===== src/rtl/spi_tx_feeder.sv =====
// Byte FIFO plus sequencer feeding an SPI byte transmitter: holds tx_en across
// back-to-back bytes, inserts an inter-frame gap and watches for a stalled transmitter.
module spi_tx_feeder #(
  parameter int DEPTH      = 16,
  parameter int GAP_CYCLES = 4,
  parameter int TIMEOUT    = 64
) (
  input  logic                     clk,
  input  logic                     rst_n,
  input  logic                     I_wr_en,
  input  logic [7:0]               I_wr_data,
  input  logic                     I_wr_last,
  input  logic                     I_flush,
  input  logic                     I_clr_err,
  output logic                     O_full,
  output logic [$clog2(DEPTH):0]   O_level,
  output logic                     O_tx_en,
  output logic [7:0]               O_data_out,
  input  logic                     I_tx_done,
  output logic                     O_busy,
  output logic                     O_frame_done,
  output logic                     O_err_timeout
);

  localparam int AW = $clog2(DEPTH);
  localparam int LW = AW + 1;
  localparam int WW = $clog2(TIMEOUT + 1);
  localparam int GW = (GAP_CYCLES > 1) ? $clog2(GAP_CYCLES) : 1;

  typedef enum logic [2:0] {ST_IDLE, ST_LOAD, ST_SEND, ST_GAP, ST_ERR} state_e;

  typedef struct packed {
    logic       last;
    logic [7:0] data;
  } entry_t;

  entry_t          mem_q [DEPTH];
  logic [AW-1:0]   wr_ptr_q, wr_ptr_d;
  logic [AW-1:0]   rd_ptr_q, rd_ptr_d;
  logic [LW-1:0]   level_q, level_d;
  logic            full_q, full_d;
  state_e          state_q, state_d;
  logic            tx_en_q, tx_en_d;
  logic [7:0]      data_q, data_d;
  logic            last_q, last_d;
  logic            frame_done_q, frame_done_d;
  logic            err_q, err_d;
  logic            busy_q, busy_d;
  logic [WW-1:0]   wd_cnt_q, wd_cnt_d;
  logic [GW-1:0]   gap_cnt_q, gap_cnt_d;

  logic            push, pop, load_head, fifo_empty;
  entry_t          head;

  assign head       = mem_q[rd_ptr_q];
  assign fifo_empty = (level_q == '0);
  assign push       = I_wr_en & ~full_q & ~I_flush;

  // NOTE: every variable gets a default before any branch so no path leaves one
  // unassigned; without that, always_comb would infer a latch.
  always_comb begin
    state_d      = state_q;
    tx_en_d      = tx_en_q;
    data_d       = data_q;
    last_d       = last_q;
    frame_done_d = 1'b0;
    err_d        = err_q & ~I_clr_err;
    wd_cnt_d     = wd_cnt_q;
    gap_cnt_d    = gap_cnt_q;
    load_head    = 1'b0;

    if (I_flush) begin
      state_d = ST_IDLE;
      tx_en_d = 1'b0;
    end else begin
      case (state_q)
        ST_IDLE: if (!fifo_empty) state_d = ST_LOAD;
        ST_LOAD: load_head = 1'b1;
        ST_SEND: begin
          if (I_tx_done) begin
            if (last_q) begin
              tx_en_d      = 1'b0;
              frame_done_d = 1'b1;
              gap_cnt_d    = GW'(GAP_CYCLES - 1);
              state_d      = ST_GAP;
            end else if (!fifo_empty) begin
              load_head = 1'b1;
            end else begin
              tx_en_d = 1'b0;
              state_d = ST_IDLE;
            end
          end else if (wd_cnt_q == WW'(TIMEOUT - 1)) begin
            tx_en_d = 1'b0;
            err_d   = 1'b1;
            state_d = ST_ERR;
          end else begin
            wd_cnt_d = wd_cnt_q + 1'b1;
          end
        end
        // The final gap cycle doubles as the load slot, so tx_en is low for
        // exactly GAP_CYCLES cycles when the next frame is already queued.
        ST_GAP: begin
          if (gap_cnt_q == '0) begin
            if (!fifo_empty) load_head = 1'b1;
            else             state_d   = ST_IDLE;
          end else begin
            gap_cnt_d = gap_cnt_q - 1'b1;
          end
        end
        ST_ERR:  if (I_clr_err) state_d = ST_IDLE;
        default: state_d = ST_IDLE;
      endcase
    end

    if (load_head) begin
      data_d   = head.data;
      last_d   = head.last;
      tx_en_d  = 1'b1;
      wd_cnt_d = '0;
      state_d  = ST_SEND;
    end

    pop    = load_head;
    busy_d = (state_d != ST_IDLE);
  end

  always_comb begin
    if (I_flush) begin
      wr_ptr_d = '0;
      rd_ptr_d = '0;
      level_d  = '0;
    end else begin
      wr_ptr_d = wr_ptr_q + AW'(push);
      rd_ptr_d = rd_ptr_q + AW'(pop);
      level_d  = level_q + LW'(push) - LW'(pop);
    end
    full_d = (level_d == LW'(DEPTH));
  end

  // NOTE: the storage array has no reset; the pointers and level define which
  // entries are valid, so clearing the data would only cost reset fan-out.
  always_ff @(posedge clk) begin
    if (push) mem_q[wr_ptr_q] <= '{last: I_wr_last, data: I_wr_data};
  end

  // NOTE: sequential state uses non-blocking assignments only, so every flop
  // samples its _d value from before this edge regardless of process order.
  always_ff @(posedge clk or negedge rst_n) begin
    if (!rst_n) begin
      state_q      <= ST_IDLE;
      wr_ptr_q     <= '0;
      rd_ptr_q     <= '0;
      level_q      <= '0;
      full_q       <= 1'b0;
      tx_en_q      <= 1'b0;
      data_q       <= '0;
      last_q       <= 1'b0;
      frame_done_q <= 1'b0;
      err_q        <= 1'b0;
      busy_q       <= 1'b0;
      wd_cnt_q     <= '0;
      gap_cnt_q    <= '0;
    end else begin
      state_q      <= state_d;
      wr_ptr_q     <= wr_ptr_d;
      rd_ptr_q     <= rd_ptr_d;
      level_q      <= level_d;
      full_q       <= full_d;
      tx_en_q      <= tx_en_d;
      data_q       <= data_d;
      last_q       <= last_d;
      frame_done_q <= frame_done_d;
      err_q        <= err_d;
      busy_q       <= busy_d;
      wd_cnt_q     <= wd_cnt_d;
      gap_cnt_q    <= gap_cnt_d;
    end
  end

  assign O_full        = full_q;
  assign O_level       = level_q;
  assign O_tx_en       = tx_en_q;
  assign O_data_out    = data_q;
  assign O_busy        = busy_q;
  assign O_frame_done  = frame_done_q;
  assign O_err_timeout = err_q;

endmodule


===== config.mk =====
export PLATFORM = sky130hd
export DESIGN_NAME = spi_tx_feeder
export DESIGN_NICKNAME = d
export VERILOG_FILES = /design/src/rtl/spi_tx_feeder.sv
export SDC_FILE = /design/constraint.sdc
export NUM_CORES = 1
export LEC_CHECK = 0
export ABC_AREA = 1
export CAP_MARGIN = 5
export CORE_UTILIZATION = 30
export CTS_CLUSTER_SIZE = 24
export DETAILED_ROUTE_END_ITERATION = 7
export SYNTH_ARGS = -nofsm -noshare
export SYNTH_HDL_FRONTEND = slang
export SYNTH_SLANG_ARGS = --single-unit

===== constraint.sdc =====
create_clock -name clk -period 8.5 [get_ports clk]
set_input_delay 2.125 -clock clk [delete_from_list [all_inputs] [get_ports clk]]
set_output_delay 2.125 -clock clk [all_outputs]
set_load 0.05 [all_outputs]

==> results.yml, run 1 <==
timing:
  holdWs_ns: 0.4844
  tns_ns: 0
  min_period_ns: 4.802
  fin_crit_sh: 0.5649
  setup_violations: 0
  rsz0062_at_grt: "no"
  relSlewSlack: 0.3893
  drv_slew: 0
  hold_viol: 0
  fmax_ghz: 0.2083
  worstMarginPinSlew_ns: 0.9127
  skew_ns: 0.006068
floorplanning:
  core_um2: 25330
  rows: 58
  die_w_um: 163.1
  die-area_um2: 26600
  die_h_um: 163.1
  initial_utilization: 0.3074
  pin_count: 33
yosys:
  synth_top_family_by_area: "simple AND/OR/NAND/NOR gates"
  seq_area_frac_synth: 0.6808
  synthSimpleGateAreaFrac: 0.1806
  synth-adder-area-share: 0.02186
  synth_xor_area_frac: 0.003375
  synth.distinct_cells: 35
  synth_area_per_cell_um2: 10.96
  synth_compound_area_frac: 0.07281
  ys_ff_latch: 183
  synthMuxAreaShare: 0
  synth_nets: 738
  syn_area_um2: 7785
  synth-warning-count: 0
  syn_inst: 710
setup_path:
  crit_start: "I_flush"
  cp_max_fo: 18
  crit_type: "in -> reg"
  r2r-start: "O_level[2]"
  setup.worst_path.end_class: "flop"
  crit_required_ns: 8.87
  cp-start-kind: "input pin"
  arrival_ns: 5.17
layout:
  syn2layout_area_growth_pct: 15.17
  drive_gt1_frac: 0.07447
  n_antenna_cell: 0
  nFillCells: 2472
  nets: 767
clocking:
  numClockSinks: 183
  cts_tree: "built"
  clock_path_buffers: 2
  cts.clk_slew.worst_paths_ns: 0.07
  insertion_delay_ns: 0.44
  ctsHoldBuffers: 0
  post_cts_buffers: 0
  cts_buffers: 17
  htreeDepth: 4
  root_buffer: "clkbuf_16"
  ctsResizeCount: 0
route:
  drc: 0
  wl_per_cell_um: 16.26
  first_iter_violations: 562
  vias: 5002
  drt_pass1_iterations: 5
  viasPerCell: 4.623
  ant_nets: 0
  wirelength_mm: 17.59
job:
  drv_cap: 0
placed_design:
  hpwlAfterDp_mm: 11.29
  routabilityCongestion: 0.8243
  io_buffers: 32
grt:
  grt_use_total: 0.1431
  antenna_found_initial: 0
  grt_pass1_vias: 4860
  grt_pass1_wl_mm: 28.03
  grt_max_degree: 73
  grt-ovfl-total: 0
power_and_ir_drop:
  switching_share: 0.3417
  clkPwrFrac: 0.313
  p_int_mw: 1.638
  vdd_ir_drop_max_mv: 0.1664
  seqPwrFrac: 0.435
  total_leakage_power_nw: 3.397
  powerDensity_nw_per_um2: 277.5
  power_frac_comb: 0.252
  switching_power_mw: 0.8501
min_path:
  hp-class: "reg -> reg"
  worstHoldStart: "O_data_out[3]"
run_status:
  outcome: "finished, final reports clean"
-- power groups by stage --
stage / clock network, mW / registers (mW) / logic, mW
finish: 0.778 / 1.08 / 0.627
global route: 0.825 / 1.09 / 0.705
CTS: 0.789 / 1.08 / 0.636
detailed placement: 0 / 1.10 / 0.633
global placement: 0 / 1.10 / 0.625
floorplan: 0 / 1.19 / 0.350
-- registers in the layout, indices dropped and copies added (netlist names) --
name,flops
O_tx_en,1
O_full,1
last_q,1
O_level,5
O_frame_done,1
mem_q,144
state_q,3
O_data_out,8
wr_ptr_q,4
gap_cnt_q,2
rd_ptr_q,4
O_err_timeout,1
O_busy,1
wd_cnt_q,7
-- layer usage --
| metal | global-route usage | share of wire |
|---|---|---|
| met1 | 0.2009 | 0.48 |
| met2 | 0.2186 | 0.46 |
| met3 | 0.03403 | 0.051 |
| met4 | 0.04206 | 0.014 |
| met5 | 0 | 0 |
-- synth_stat cells (all sizes together) --
library cell  instances  share of area
a21oi                35          0.023
a31oi                 3         0.0024
buf                  19          0.016
clkbuf                6         0.0029
clkinv                2         0.0016
dfrtp                39           0.13
edfxtp              144           0.56
fa                    1         0.0026
ha                   12          0.019
inv                  42          0.020
nand2               182          0.090
nand3                39          0.029
nand3b                2         0.0019
nand4                 1        0.00080
nor2                114          0.058
nor3                  1        0.00064
o211ai               18          0.017
o21ai                44          0.028
o21bai                1        0.00096
o22ai                 1        0.00080
or3                   1        0.00080
xnor2                 2         0.0023
xor2                  1         0.0011
-- layout by cell type (no fill, tap or decap), drive strengths merged, types with 2 or more instances in the layout --
cell type / Yosys / routed
inv: 42 / 48
edfxtp: 144 / 144
nand3b: 2 / 2
clkinv: 2 / 7
buf: 19 / 4
xnor2: 2 / 2
ha: 12 / 12
a31oi: 3 / 3
a21oi: 35 / 35
o211ai: 18 / 18
dfrtp: 39 / 39
nand2: 182 / 182
o21ai: 44 / 44
clkbuf: 6 / 19
nor2: 114 / 114
nand3: 39 / 39
clkdlybuf4s50: 0 / 31
-- critical path, stage by stage --
cell,delay [ns]
clkdlybuf4s50_1,0.83
inv_2,0.23
nand2_4,0.25
clkinv_4,0.15
ha_1,0.31
inv_1,0.05
ha_1,0.15
inv_1,0.05
fa_1,0.47
nor2_1,0.05
or3_1,0.38
nor2_1,0.10
-- area by class of cell --
| cell class | count | area [µm²] | share of cell area |
|---|---|---|---|
| clock buffers | 19 | 432.9 | 0.04828 |
| clock inverters | 13 | 141.4 | 0.01577 |
| inverters | 44 | 170.2 | 0.01898 |
| multi-input cells | 458 | 2170 | 0.2420 |
| flip-flops and latches | 183 | 5301 | 0.5913 |
| well taps | 330 | 412.9 | 0.04605 |
| repair buffers | 35 | 337.8 | 0.03768 |
-- through the flow --
step	std cells	util	power, mW	area [µm²]	setup WS [ns]
2_1_floorplan	710	-	1.545	7785	4.274
3_3_place_gp	1050	0.3313	1.725	8392	3.262
3_5_place_dp	1050	0.3313	1.735	8392	3.240
4_1_cts	1082	0.3540	2.507	8966	3.691
5_1_grt	1082	0.3540	2.620	8966	3.404
6_report	1082	0.3540	2.488	8966	3.698
-- final timing paths --
path,to,slack (ns),cells after the start
hold / removal,O_data_out[3],0.48,2
min in group asynchronous,O_level[3],1.81,1
max in group asynchronous,rd_ptr_q[0],6.10,1
hold reg to reg,O_data_out[3],0.48,2
setup reg to reg,O_full,5.37,17
setup / recovery,O_full,3.70,12
-- cells by family (layout without fill, tap and decap cells) --
| logic type | after synthesis | in the layout |
|---|---|---|
| xor gates and xnor gates | 3 | 3 |
| buffers and inverters | 69 | 111 |
| and+or+nand+nor | 340 | 340 |
| AOI/OAI and AO/OA | 102 | 102 |
| DFF | 183 | 183 |
| adders and majority gates | 13 | 13 |
Note: power is estimated with default switching activity, not from simulation.
==> run 2: changes to the inputs <==
==> constraint.sdc (replaced) <==
create_clock -name clk -period 4.95 [get_ports clk]
set_input_delay 1.2375 -clock clk [delete_from_list [all_inputs] [get_ports clk]]
set_output_delay 1.2375 -clock clk [all_outputs]
set_load 0.05 [all_outputs]
==> run 2 against run 1 <==
- core utilization is essentially flat
- clock skew rose by 0.0036 ns
- combinational power up 74%
==> results.yml, run 2 (synthesis results as in run 1) <==
timing:
  hold_viol: 0
  fin_crit_sh: 0.7446
  rsz0062_at_grt: "no"
  min_period_ns: 3.686
  setup_violations: 0
  relSlewSlack: 0.4066
  skew_ns: 0.009657
  holdWs_ns: 0.4905
  worstMarginPinSlew_ns: 0.8868
  fmax_ghz: 0.2713
  fin_ws_ns: 1.264
  tns_ns: 0
  drv_slew: 0
setup_path:
  crit_type: "in -> reg"
  rrSetupSlack_ns: 1.72
  crit_required_ns: 5.32
  setup.worst_path.end_class: "flop"
  cp-start-kind: "input pin"
  arrival_ns: 4.06
  cp_max_fo: 18
floorplanning:
  initial_utilization: 0.3074
  die_w_um: 163.1
  die_h_um: 163.1
  die-area_um2: 26600
  pin_count: 33
  rows: 58
  core_um2: 25330
placed_design:
  place_inst: 1050
  routabilityCongestion: 0.8493
  place_area_um2: 8392
  hpwlAfterDp_mm: 11.39
  io_buffers: 32
  place_ws_ns: 0.8412
route:
  drt_pass1_iterations: 5
  viasPerCell: 4.701
  first_iter_violations: 505
  drc: 0
  wirelength_mm: 17.81
  ant_nets: 0
  vias: 5087
  wl_per_cell_um: 16.46
grt:
  grt-ovfl-total: 0
  grt_pass1_vias: 4831
  antenna_found_initial: 0
  grt_max_degree: 74
  grt_use_total: 0.1419
  grt_pass1_wl_mm: 27.95
clocking:
  insertion_delay_ns: 0.44
  root_buffer: "clkbuf_16"
  cts_buffers: 17
  cts_tree: "built"
  ctsResizeCount: 0
  cts.clk_slew.worst_paths_ns: 0.07
  numClockSinks: 183
  htreeDepth: 4
  post_cts_buffers: 0
  ctsHoldBuffers: 0
  clock_path_buffers: 2
layout:
  regMostFlops: "mem_q"
  largest_register_ffs: 144
  nFillCells: 2483
  mostFrequentLayoutCells: "nand2_1, edfxtp_1, nor2_1"
  stdcell_area_um2: 8977
  multiInputGateArea_um2: 2170
  syn2layout_area_growth_pct: 15.32
  final_common_cell: "nand2_1"
  fin_util: 0.3545
  n_antenna_cell: 0
  seq_area_um2: 5301
  nets: 767
  drive_gt1_frac: 0.07580
  final_cells: 1082
power_and_ir_drop:
  total_leakage_power_nw: 3.399
  vdd_ir_drop_max_mv: 0.3419
  total_power_mw: 4.263
  powerDensity_nw_per_um2: 474.8
job:
  drv_cap: 0
run_status:
  outcome: "finished, final reports clean"
min_path:
  hp-class: "reg -> reg"
[run 2: worst paths after layout]
path | startpoint | cells after the start | end
setup / recovery | I_tx_done | 19 | O_full
hold / removal | O_data_out[2] | 2 | O_data_out[2]
setup reg to reg | O_level[2] | 21 | O_full
hold reg to reg | O_data_out[2] | 2 | O_data_out[2]
max in group asynchronous | rst_n | 1 | rd_ptr_q[0]
min in group asynchronous | rst_n | 1 | O_level[3]
[run 2: cell type report]
cell class / count / area share
Multi-Input combinational cell: 458 / 0.2417
Clock buffer: 17 / 0.04739
Clock inverter: 15 / 0.01784
Tap cell: 330 / 0.04599
Timing Repair Buffer: 35 / 0.03763
Inverter: 44 / 0.01895
Sequential cell: 183 / 0.5905
[run 2: routing by layer]
| layer | vias to the layer above | global-route usage | routed length, µm |
|---|---|---|---|
| li1 | 2476 | - | - |
| met1 | 2416 | 0.2037 | 8410 |
| met2 | 179 | 0.2126 | 8056 |
| met3 | 16 | 0.03631 | 1155 |
| met4 | 0 | 0.03526 | 190 |
| met5 | - | 0 | 0 |
[run 2: worst max-delay path, cell delays in order]
cell	delay, ns
clkdlybuf4s50_1	0.52
inv_1	0.07
nor2_1	0.18
nand3_2	0.10
nand3_2	0.09
nand2_4	0.14
clkinv_4	0.15
ha_1	0.24
inv_1	0.05
ha_1	0.16
inv_1	0.06
fa_1	0.36
inv_1	0.09
a21oi_1	0.07
o21bai_1	0.16
nor2_1	0.06
nor2_1	0.16
nand2_1	0.07
nor2_1	0.08
[run 2: report_power, final]
part           internal (mW)  switching (mW)
registers               1.76          0.0859
clock network          0.675           0.649
logic                  0.341           0.753
==> run 3: changes to the inputs <==
==> constraint.sdc (replaced) <==
create_clock -name clk -period 3.2 [get_ports clk]
set_input_delay 0.8 -clock clk [delete_from_list [all_inputs] [get_ports clk]]
set_output_delay 0.8 -clock clk [all_outputs]
set_load 0.05 [all_outputs]
==> run 3 against run 2 <==
- first-iteration DRC count grew 7.1%
- hold slack lost 0.0015 ns
- critical path depth is the same
- largest power group unchanged
==> results.yml, run 3 (synthesis results as in run 1) <==
setup_path:
  cp-start-kind: "input pin"
  setup.worst_path.end_class: "flop"
  r2r-start: "O_level[3]"
  crit_type: "in -> reg"
  cp_max_fo: 3
  crit_required_ns: 3.56
  r2r_end: "O_full"
  rrSetupSlack_ns: 0.33
  arrival_ns: 3.28
  reg2reg_depth: 21
power_and_ir_drop:
  powerDensity_nw_per_um2: 734.0
  vdd_ir_drop_max_mv: 0.4068
  total_leakage_power_nw: 3.550
  total_power_mw: 6.759
placed_design:
  io_buffers: 32
  place_ws_ns: -0.1606
  hpwlAfterDp_mm: 10.81
  routabilityCongestion: 0.8147
clocking:
  numClockSinks: 183
  cts_tree: "built"
  ctsHoldBuffers: 0
  root_buffer: "clkbuf_16"
  cts.clk_slew.worst_paths_ns: 0.07
  insertion_delay_ns: 0.44
  post_cts_buffers: 0
  cts_buffers: 17
  ctsResizeCount: 0
  clock_path_buffers: 2
  htreeDepth: 4
layout:
  nFillCells: 2457
  largest_register_ffs: 144
  syn2layout_area_growth_pct: 18.29
  regMostFlops: "mem_q"
  drive_gt1_frac: 0.1057
  nets: 791
  mostFrequentLayoutCells: "nand2_1, edfxtp_1, nor2_1"
  n_antenna_cell: 0
  final_common_cell: "nand2_1"
floorplanning:
  core_um2: 25330
  die-area_um2: 26600
  rows: 58
  pin_count: 33
  die_h_um: 163.1
  die_w_um: 163.1
  initial_utilization: 0.3074
route:
  wl_per_cell_um: 15.66
  drc: 0
  first_iter_violations: 541
  vias: 5155
  viasPerCell: 4.661
  drt_pass1_iterations: 5
  wirelength_mm: 17.32
  ant_nets: 0
timing:
  fin_ws_ns: 0.2828
  skew_ns: 0.01406
  hold_viol: 0
  fmax_ghz: 0.3428
  rsz0062_at_grt: "no"
  min_period_ns: 2.917
  fin_crit_sh: 0.9116
  setup_violations: 0
  drv_slew: 0
  relSlewSlack: 0.4079
  worstMarginPinSlew_ns: 0.8881
  tns_ns: 0
grt:
  grt-ovfl-total: 0
  grt_max_degree: 74
  grt_use_total: 0.1351
  grt_pass1_wl_mm: 26.75
  antenna_found_initial: 0
  grt_pass1_vias: 4802
job:
  drv_cap: 0
min_path:
  hp-class: "in -> async"
run_status:
  outcome: "finished, final reports clean"
## run 3: cell count changes in the layout (fill, tap and decap cells not counted)
| cell | before | now |
|---|---|---|
| buf_12 | 0 | 1 |
| buf_4 | 3 | 26 |
| bufinv_16 | 0 | 1 |
| clkinv_1 | 2 | 1 |
| clkinv_4 | 4 | 3 |
| clkinv_8 | 3 | 4 |
| inv_6 | 2 | 0 |
| inv_8 | 5 | 7 |
## run 3: cell type report
| type | instances | area (µm²) | share of cell area |
|---|---|---|---|
| Clock buffer | 17 | 425.4 | 0.04620 |
| Clock inverter | 15 | 198.9 | 0.02160 |
| Inverter | 44 | 170.2 | 0.01848 |
| Multi-Input combinational cell | 458 | 2170 | 0.2356 |
| Sequential cell | 183 | 5301 | 0.5757 |
| Tap cell | 330 | 412.9 | 0.04484 |
| Timing Repair Buffer | 59 | 530.5 | 0.05761 |
## run 3: worst max path at each step
stage / from / to / slack (ns) / cells past startpoint
after floorplan: O_level[2] / O_full / 0.08 / 18
after global placement: I_tx_done / O_full / -0.14 / 19
after detailed placement: I_tx_done / O_full / -0.16 / 19
after CTS: I_tx_done / O_full / 0.28 / 19
after global routing: O_level[3] / O_full / 0.01 / 21
final: I_tx_done / O_full / 0.28 / 19
## run 3: stage by stage
| step | hold slack, ns | instance area (µm²) | utilization | instances |
|---|---|---|---|---|
| after floorplan | 0.4558 | 7785 | - | 710 |
| after global placement | 0.4725 | 8584 | 0.3389 | 1074 |
| after detailed placement | 0.4723 | 8584 | 0.3389 | 1074 |
| after CTS | 0.4898 | 9209 | 0.3636 | 1106 |
| after global routing | 0.5090 | 9209 | 0.3636 | 1106 |
| final | 0.4890 | 9209 | 0.3636 | 1106 |
## run 3: worst max-delay path, stage by stage
cell and delay, ns:
clkdlybuf4s50_1 0.48, inv_1 0.06, nor2_1 0.18, nand3_2 0.10, nand3_2 0.09, nand2_4 0.06, clkinv_4 0.04, ha_1 0.21
inv_1 0.05, ha_1 0.15, inv_1 0.05, fa_1 0.35, inv_1 0.10, a21oi_1 0.07, o21bai_1 0.15, nor2_1 0.05
nor2_1 0.14, nand2_1 0.06, nor2_1 0.09
## run 3: layer usage
metal / routed length (µm) / vias up / track usage
li1: - / 2515 / -
met1: 8346 / 2509 / 0.1880
met2: 8045 / 118 / 0.2112
met3: 774 / 13 / 0.02996
met4: 155 / 0 / 0.03781
met5: 0 / - / 0
## run 3: power by group
part,total [mW],internal [mW],switching (mW)
Sequential,2.84,2.72,0.123
Clock,2.18,1.14,1.04
Combinational,1.74,0.556,1.18
